[config.mk]
export PLATFORM = sky130hd
export DESIGN_NAME = div_unit
export DESIGN_NICKNAME = d
export VERILOG_FILES = /design/src/rtl/div_unit_pkg.sv /design/src/rtl/div_unit.sv
export SDC_FILE = /design/constraint.sdc
export NUM_CORES = 1
export LEC_CHECK = 0
export BUFFER_PORTS_ARGS = -buffer_cell sky130_fd_sc_hd__clkbuf_2
export CAP_MARGIN = 10
export CORE_UTILIZATION = 35
export CTS_CLUSTER_DIAMETER = 100
export DETAILED_ROUTE_END_ITERATION = 16
export GPL_TIMING_DRIVEN = 0
export HOLD_SLACK_MARGIN = 0.02
export SLEW_MARGIN = 15
export SYNTH_ARGS = -nofsm -noshare
export SYNTH_HDL_FRONTEND = slang
export SYNTH_SLANG_ARGS = --single-unit
[constraint.sdc]
create_clock -name clk -period 12.4 [get_ports clk]
set_clock_uncertainty 0.05 [all_clocks]
set_input_delay 0.62 -clock clk [delete_from_list [all_inputs] [get_ports clk]]
set_output_delay 0.62 -clock clk [all_outputs]
set_load 0.005 [all_outputs]
[src/rtl/div_unit_pkg.sv]
// ---------------------------------------------------------------------------
// div_unit_pkg
// Shared pipeline package: divider FSM state encoding, the default operand
// width for the divider, and the operand forward-select encodings used by the
// hazard unit and the E-stage operand muxes.
// ---------------------------------------------------------------------------
package div_unit_pkg;

    // Default operand/result width of the iterative divider.
    localparam int DIV_W_DEFAULT = 32;

    // Iterative divider control states.
    typedef enum logic [1:0] {
        IDLE = 2'd0,
        BUSY = 2'd1,
        DONE = 2'd2
    } div_state_e;

    // Operand forward-select encodings (E-stage operand mux control).
    typedef enum logic [1:0] {
        FWD_NONE = 2'b00,
        FWD_WB   = 2'b01,
        FWD_MEM  = 2'b10
    } fwd_sel_e;

endpackage

[src/rtl/div_unit.sv]
// ---------------------------------------------------------------------------
// div_unit
// Multi-cycle restoring divider for the E stage (DIV / DIVU).
// One quotient bit per cycle, MSB first, on operand magnitudes; signs are
// applied when the last bit is produced so the results are registered.
//
// Ports:
//   clk              rising-edge clock
//   resetn           asynchronous active-low reset
//   div_startE       divide instruction present in E (held while E stalls)
//   div_signedE      1 = signed DIV, 0 = DIVU
//   src_aE / src_bE  dividend / divisor
//   ext_stallE       E held by something other than this block
//   flush_exceptionM abort any operation in progress
//   div_stallE       stall request to the hazard unit (combinational)
//   div_validE       results valid this cycle
//   div_quoE         quotient (to LO)
//   div_remE         remainder (to HI)
// ---------------------------------------------------------------------------
module div_unit
    import div_unit_pkg::*;
#(
    parameter int DIV_W = DIV_W_DEFAULT
) (
    input  logic             clk,
    input  logic             resetn,
    input  logic             div_startE,
    input  logic             div_signedE,
    input  logic [DIV_W-1:0] src_aE,
    input  logic [DIV_W-1:0] src_bE,
    input  logic             ext_stallE,
    input  logic             flush_exceptionM,
    output logic             div_stallE,
    output logic             div_validE,
    output logic [DIV_W-1:0] div_quoE,
    output logic [DIV_W-1:0] div_remE
);

    localparam int               CNT_W    = $clog2(DIV_W) + 1;
    localparam logic [CNT_W-1:0] CNT_LAST = CNT_W'(DIV_W - 1);
    localparam logic [CNT_W-1:0] CNT_ONE  = CNT_W'(1);
    localparam logic [DIV_W-1:0] ONE      = DIV_W'(1);

    // One restoring step: shift the next dividend bit into the partial
    // remainder, subtract the divisor when it fits, and shift the resulting
    // quotient bit into the low end of the dividend/quotient register.
    // Returns {next_remainder, next_quotient}.
    function automatic logic [2*DIV_W-1:0] div_step(
        input logic [DIV_W-1:0] rem,
        input logic [DIV_W-1:0] quo,
        input logic [DIV_W-1:0] dvs
    );
        logic [DIV_W:0]   trial;
        logic [DIV_W:0]   diff;
        logic [DIV_W-1:0] rem_n;
        logic [DIV_W-1:0] quo_n;
        trial = {rem, quo[DIV_W-1]};
        diff  = trial - {1'b0, dvs};
        // A clear borrow bit means the divisor fitted into the trial value.
        if (diff[DIV_W] == 1'b0) begin
            rem_n = diff[DIV_W-1:0];
            quo_n = {quo[DIV_W-2:0], 1'b1};
        end else begin
            rem_n = {rem[DIV_W-2:0], quo[DIV_W-1]};
            quo_n = {quo[DIV_W-2:0], 1'b0};
        end
        return {rem_n, quo_n};
    endfunction

    // Two's-complement negate when the sign flag is set.
    function automatic logic [DIV_W-1:0] apply_sign(
        input logic [DIV_W-1:0] mag,
        input logic             neg
    );
        logic [DIV_W-1:0] res;
        if (neg) begin
            res = (~mag) + ONE;
        end else begin
            res = mag;
        end
        return res;
    endfunction

    div_state_e       state_r;
    logic [CNT_W-1:0] count_r;
    logic [DIV_W-1:0] rem_r;       // partial remainder
    logic [DIV_W-1:0] quo_r;       // dividend bits shifting out, quotient bits in
    logic [DIV_W-1:0] dvs_r;       // divisor magnitude
    logic [DIV_W-1:0] a_raw_r;     // dividend as issued, for divide-by-zero
    logic             qsign_r;
    logic             rsign_r;
    logic             bzero_r;
    logic [DIV_W-1:0] res_quo_r;
    logic [DIV_W-1:0] res_rem_r;

    logic             a_neg_s;
    logic             b_neg_s;
    logic [DIV_W-1:0] a_abs_s;
    logic [DIV_W-1:0] b_abs_s;
    logic [2*DIV_W-1:0] step_s;
    logic [DIV_W-1:0] step_rem_s;
    logic [DIV_W-1:0] step_quo_s;
    logic [DIV_W-1:0] fin_quo_s;
    logic [DIV_W-1:0] fin_rem_s;

    // Operand magnitudes and sign capture for the start cycle.
    always_comb begin
        a_neg_s = div_signedE & src_aE[DIV_W-1];
        b_neg_s = div_signedE & src_bE[DIV_W-1];
        a_abs_s = apply_sign(src_aE, a_neg_s);
        b_abs_s = apply_sign(src_bE, b_neg_s);
    end

    // Current iteration step and the sign-corrected final results.
    always_comb begin
        step_s     = div_step(rem_r, quo_r, dvs_r);
        step_rem_s = step_s[2*DIV_W-1:DIV_W];
        step_quo_s = step_s[DIV_W-1:0];
        // Divide-by-zero yields all-ones and the untouched dividend for both
        // DIV and DIVU, so the sign correction is bypassed.
        if (bzero_r) begin
            fin_quo_s = '1;
            fin_rem_s = a_raw_r;
        end else begin
            fin_quo_s = apply_sign(step_quo_s, qsign_r);
            fin_rem_s = apply_sign(step_rem_s, rsign_r);
        end
    end

    // Stall request: held through the start cycle and every BUSY step, never
    // in DONE, in a flush cycle, or while reset is asserted.
    always_comb begin
        div_stallE = resetn & div_startE & (state_r != DONE) & ~flush_exceptionM;
    end

    // Control FSM and iteration datapath.
    always_ff @(posedge clk or negedge resetn) begin
        if (!resetn) begin
            state_r   <= IDLE;
            count_r   <= '0;
            rem_r     <= '0;
            quo_r     <= '0;
            dvs_r     <= '0;
            a_raw_r   <= '0;
            qsign_r   <= 1'b0;
            rsign_r   <= 1'b0;
            bzero_r   <= 1'b0;
            res_quo_r <= '0;
            res_rem_r <= '0;
        end else if (flush_exceptionM) begin
            state_r <= IDLE;
        end else begin
            case (state_r)
                IDLE: begin
                    if (div_startE) begin
                        rem_r   <= '0;
                        quo_r   <= a_abs_s;
                        dvs_r   <= b_abs_s;
                        a_raw_r <= src_aE;
                        qsign_r <= a_neg_s ^ b_neg_s;
                        rsign_r <= a_neg_s;
                        bzero_r <= (src_bE == '0);
                        count_r <= '0;
                        state_r <= BUSY;
                    end else begin
                        state_r <= IDLE;
                    end
                end
                BUSY: begin
                    // Start dropping mid-operation means the instruction was
                    // squashed upstream; abandon the operation.
                    if (!div_startE) begin
                        state_r <= IDLE;
                    end else begin
                        rem_r   <= step_rem_s;
                        quo_r   <= step_quo_s;
                        count_r <= count_r + CNT_ONE;
                        if (count_r == CNT_LAST) begin
                            res_quo_r <= fin_quo_s;
                            res_rem_r <= fin_rem_s;
                            state_r   <= DONE;
                        end else begin
                            state_r   <= BUSY;
                        end
                    end
                end
                DONE: begin
                    // Hold the result while E is frozen by something else so
                    // the same instruction does not restart.
                    if (ext_stallE) begin
                        state_r <= DONE;
                    end else begin
                        state_r <= IDLE;
                    end
                end
                default: begin
                    state_r <= IDLE;
                end
            endcase
        end
    end

    assign div_validE = (state_r == DONE);
    assign div_quoE   = res_quo_r;
    assign div_remE   = res_rem_r;

endmodule

==> flow_metrics.env <==
export IMPL_fillers=3943
export IMPL_rows=71
export IMPL_crit_path_end_kind="register"
export IMPL_antenna_cells=0
export IMPL_multi_input_area_sq_mm=0.00774
export IMPL_cts_max_path_buffers=3
export IMPL_start_kind="register"
export IMPL_cts_buffers=25
export IMPL_hold_viol=0
export IMPL_syn_area_sq_mm=0.0134
export IMPL_drt_iter0_drc=1166
export IMPL_cp_required_ns=12.78
export IMPL_path_max_fanout=10
export IMPL_via_per_inst=5.58
export IMPL_grt_usage=0.243
export IMPL_drcViolationCount=0
export IMPL_drt_wl_total_mm=47.0
export IMPL_cts_root_buf="clkbuf_16"
export IMPL_syn_num_nets=1778
export IMPL_start_util=0.356
export IMPL_synth_area_leaders="dfrtp_1 (38%), nand2_1 (8.3%), o21ai_0 (6.7%)"
export IMPL_io_pins=136
export IMPL_synth_avg_cell_area_sq_um=8.03
export IMPL_power_density_mw_per_mm2=126
export IMPL_area_growth_pct=16.5
export IMPL_netlist_area_leader_share=0.379
export IMPL_drt_wirelength_per_cell_um=19.9
export IMPL_place_area_sq_mm=0.0148
export IMPL_syn_instance_count=1670
export IMPL_ys_types=84
export IMPL_cts_tree="built"
export IMPL_nets=1943
export IMPL_die_area_sq_mm=0.0391
export IMPL_ant_nets=0
export IMPL_finalInstanceArea_sq_mm=0.0156
export IMPL_synth_edf_count=0
export IMPL_fin_util=0.415
export IMPL_synth_seq_cells=203
export IMPL_routabilityCongestion=0.927
export IMPL_async_flop_share=1.00
export IMPL_hold_class="in -> reg"
export IMPL_crit_end="div_remE[28]$_DFFE_PN0P_"
export IMPL_yosysWarnings=0
export IMPL_grt_pass1_wl_mm=73.6
export IMPL_die_h_um=198
export IMPL_register_area_sq_mm=0.00508
export IMPL_fin_crit_ns=6.54
export IMPL_maxCapViolCount=0
export IMPL_min_delay_start="flush_exceptionM"
export IMPL_die_x_um=198
export IMPL_dp_hpwl_mm=36.7
export IMPL_tightestPinTransition_ns=1.11
export IMPL_first_global_vias=12700
export IMPL_firstDrtPassIters=6
export IMPL_cts_resized=0
export IMPL_worstSetupPathType="reg -> reg"
export IMPL_io_buffers=134
export IMPL_grt_setup_unrepaired="no"
export IMPL_r2r_setup_slack_ns=5.86
export IMPL_worst_r2r_cell_count=23
export IMPL_via_count=13200
export IMPL_clock_latency_ns=0.56
export IMPL_yosys_top_cells_count="nand2_1 (297), dfrtp_1 (203), o21ai_0 (180)"
export IMPL_clock_sinks=203
export IMPL_fin_crit_sh=0.527
export IMPL_setup_viol=0
export IMPL_ir_drop_uv=100
export IMPL_coreArea_sq_mm=0.0377
export IMPL_synth_flop_cell="dfrtp_1"
export IMPL_cts_max_level=1
export IMPL_report_final_slew_viol_count=0
export IMPL_crit_arrival_ns=6.92
export IMPL_r2r_start="quo_r[31]$_DFFE_PN0P_"
export IMPL_max_freq_mhz=153
export IMPL_timing_hold_ws_ns=0.193
export IMPL_maxSlewHeadroom=0.256
export IMPL_synth_most_common_cell="nand2_1"
export IMPL_r2r_end="div_remE[28]$_DFFE_PN0P_"
export IMPL_ys_seq_area_frac=0.379
export IMPL_grt_ovfl_total=0
export IMPL_status="finished clean"
export IMPL_clk_pin_slew_worst_paths_ns=0.06
export IMPL_setup_tns_ns=0
export IMPL_drive_above_1_share=0.117
export IMPL_yosys_area_top_type="dfrtp_1"
export IMPL_crit_start="quo_r[31]$_DFFE_PN0P_"
export IMPL_cts_setup_buffers=0
export IMPL_leakage_nw=7.12
export IMPL_grt_max_degree=88
export IMPL_antenna_found_initial=0
-- sequential cells by signal (all words and copies together) (netlist names) --
signal    count
a_raw_r      32
bzero_r       1
count_r       6
div_quoE     32
div_remE     32
dvs_r        32
qsign_r       1
quo_r        32
rem_r        32
rsign_r       1
state_r       2
-- metrics by stage --
stage / total power [mW] / cells / setup slack, ns
5_1_grt: 2.07 / 2364 / 5.57
4_1_cts: 1.98 / 2363 / 6.09
3_5_place_dp: 1.22 / 2317 / 6.15
3_3_place_gp: 1.21 / 2315 / 6.15
6_report: 1.97 / 2364 / 5.86
2_1_floorplan: 1.07 / 1670 / 7.75
-- final cells by class --
cell class | instances | share of cell area
clock inverters | 9 | 0.00753
well taps | 511 | 0.0409
flip-flops and latches | 203 | 0.325
plain buffers | 92 | 0.0237
repair buffers | 138 | 0.0481
clock buffers | 36 | 0.0452
multi-input cells | 1316 | 0.495
inverters | 59 | 0.0142
-- how the worst min path moves through the flow --
| stage | end | slack (ns) | cells past startpoint |
|---|---|---|---|
| 3_3_place_gp | a_raw_r[31]$_DFFE_PN0P_ | 0.41 | 2 |
| 3_5_place_dp | a_raw_r[22]$_DFFE_PN0P_ | 0.41 | 2 |
| 5_1_grt | state_r[1]$_DFF_PN0_ | 0.18 | 2 |
| 6_report | state_r[1]$_DFF_PN0_ | 0.19 | 2 |
| 4_1_cts | state_r[1]$_DFF_PN0_ | 0.17 | 2 |
| 2_1_floorplan | a_raw_r[0]$_DFFE_PN0P_ | 0.27 | 0 |
-- cells by family after synthesis --
group                      count (synthesis)  synth area share
xor gates and xnor gates                 121            0.0790
adders and majority gates                 38            0.0360
DFF                                      203             0.379
AOI/OAI and AO/OA                        501             0.226
and+or+nand+nor                          622             0.210
buffers and inverters                    151            0.0441
muxes                                     34            0.0259
-- report_power, final --
| part | internal [mW] | switching [mW] |
|---|---|---|
| clock | 0.440 | 0.314 |
| combinational | 0.161 | 0.286 |
| sequential | 0.716 | 0.0497 |
| total | 1.32 | 0.650 |
-- critical path, stage by stage, from the launching register on --
cell,delay [ns]
dfrtp_1,0.44
inv_1,0.07
ha_1,0.24
fa_1,0.42
nor2b_1,0.24
o31a_1,0.26
o211ai_1,0.19
a21oi_1,0.33
o21a_1,0.19
nor2_1,0.10
buf_6,0.18
inv_2,0.25
buf_1,0.61
nor2_1,0.11
a21oi_1,0.27
ha_1,0.28
inv_1,0.11
nor4b_1,0.42
nand4_1,0.19
a22oi_1,0.44
o2111ai_1,0.36
o21ai_0,0.33
mux2i_1,0.24
nand3_1,0.10
-- cell usage in the layout (no fill, tap or decap), types with 28 or more instances in the layout --
| master | count |
|---|---|
| dfrtp_1 | 203 |
| o21ai_0 | 180 |
| nand2_1 | 297 |
| a21oi_1 | 148 |
| o31ai_1 | 33 |
| xnor2_1 | 44 |
| ha_1 | 37 |
| mux2i_1 | 28 |
| nand3_1 | 28 |
| clkbuf_1 | 77 |
| xor2_1 | 77 |
| clkbuf_2 | 135 |
| nor3_1 | 38 |
| nor2_1 | 134 |
| inv_1 | 57 |
-- timing repair --
action,CTS,global route
hold buffers,1,0
hold endpoints to repair,39,0
setup endpoints to repair,0,0
-- metal layers --
metal	GRT usage	wire (um)	vias up
met4	0.0660	1170	0
met3	0.0319	3330	55
met2	0.378	20600	466
met5	0	0	-
met1	0.353	21900	6442
li1	-	-	6236
No activity file was read; power rests on OpenSTA's default activity.
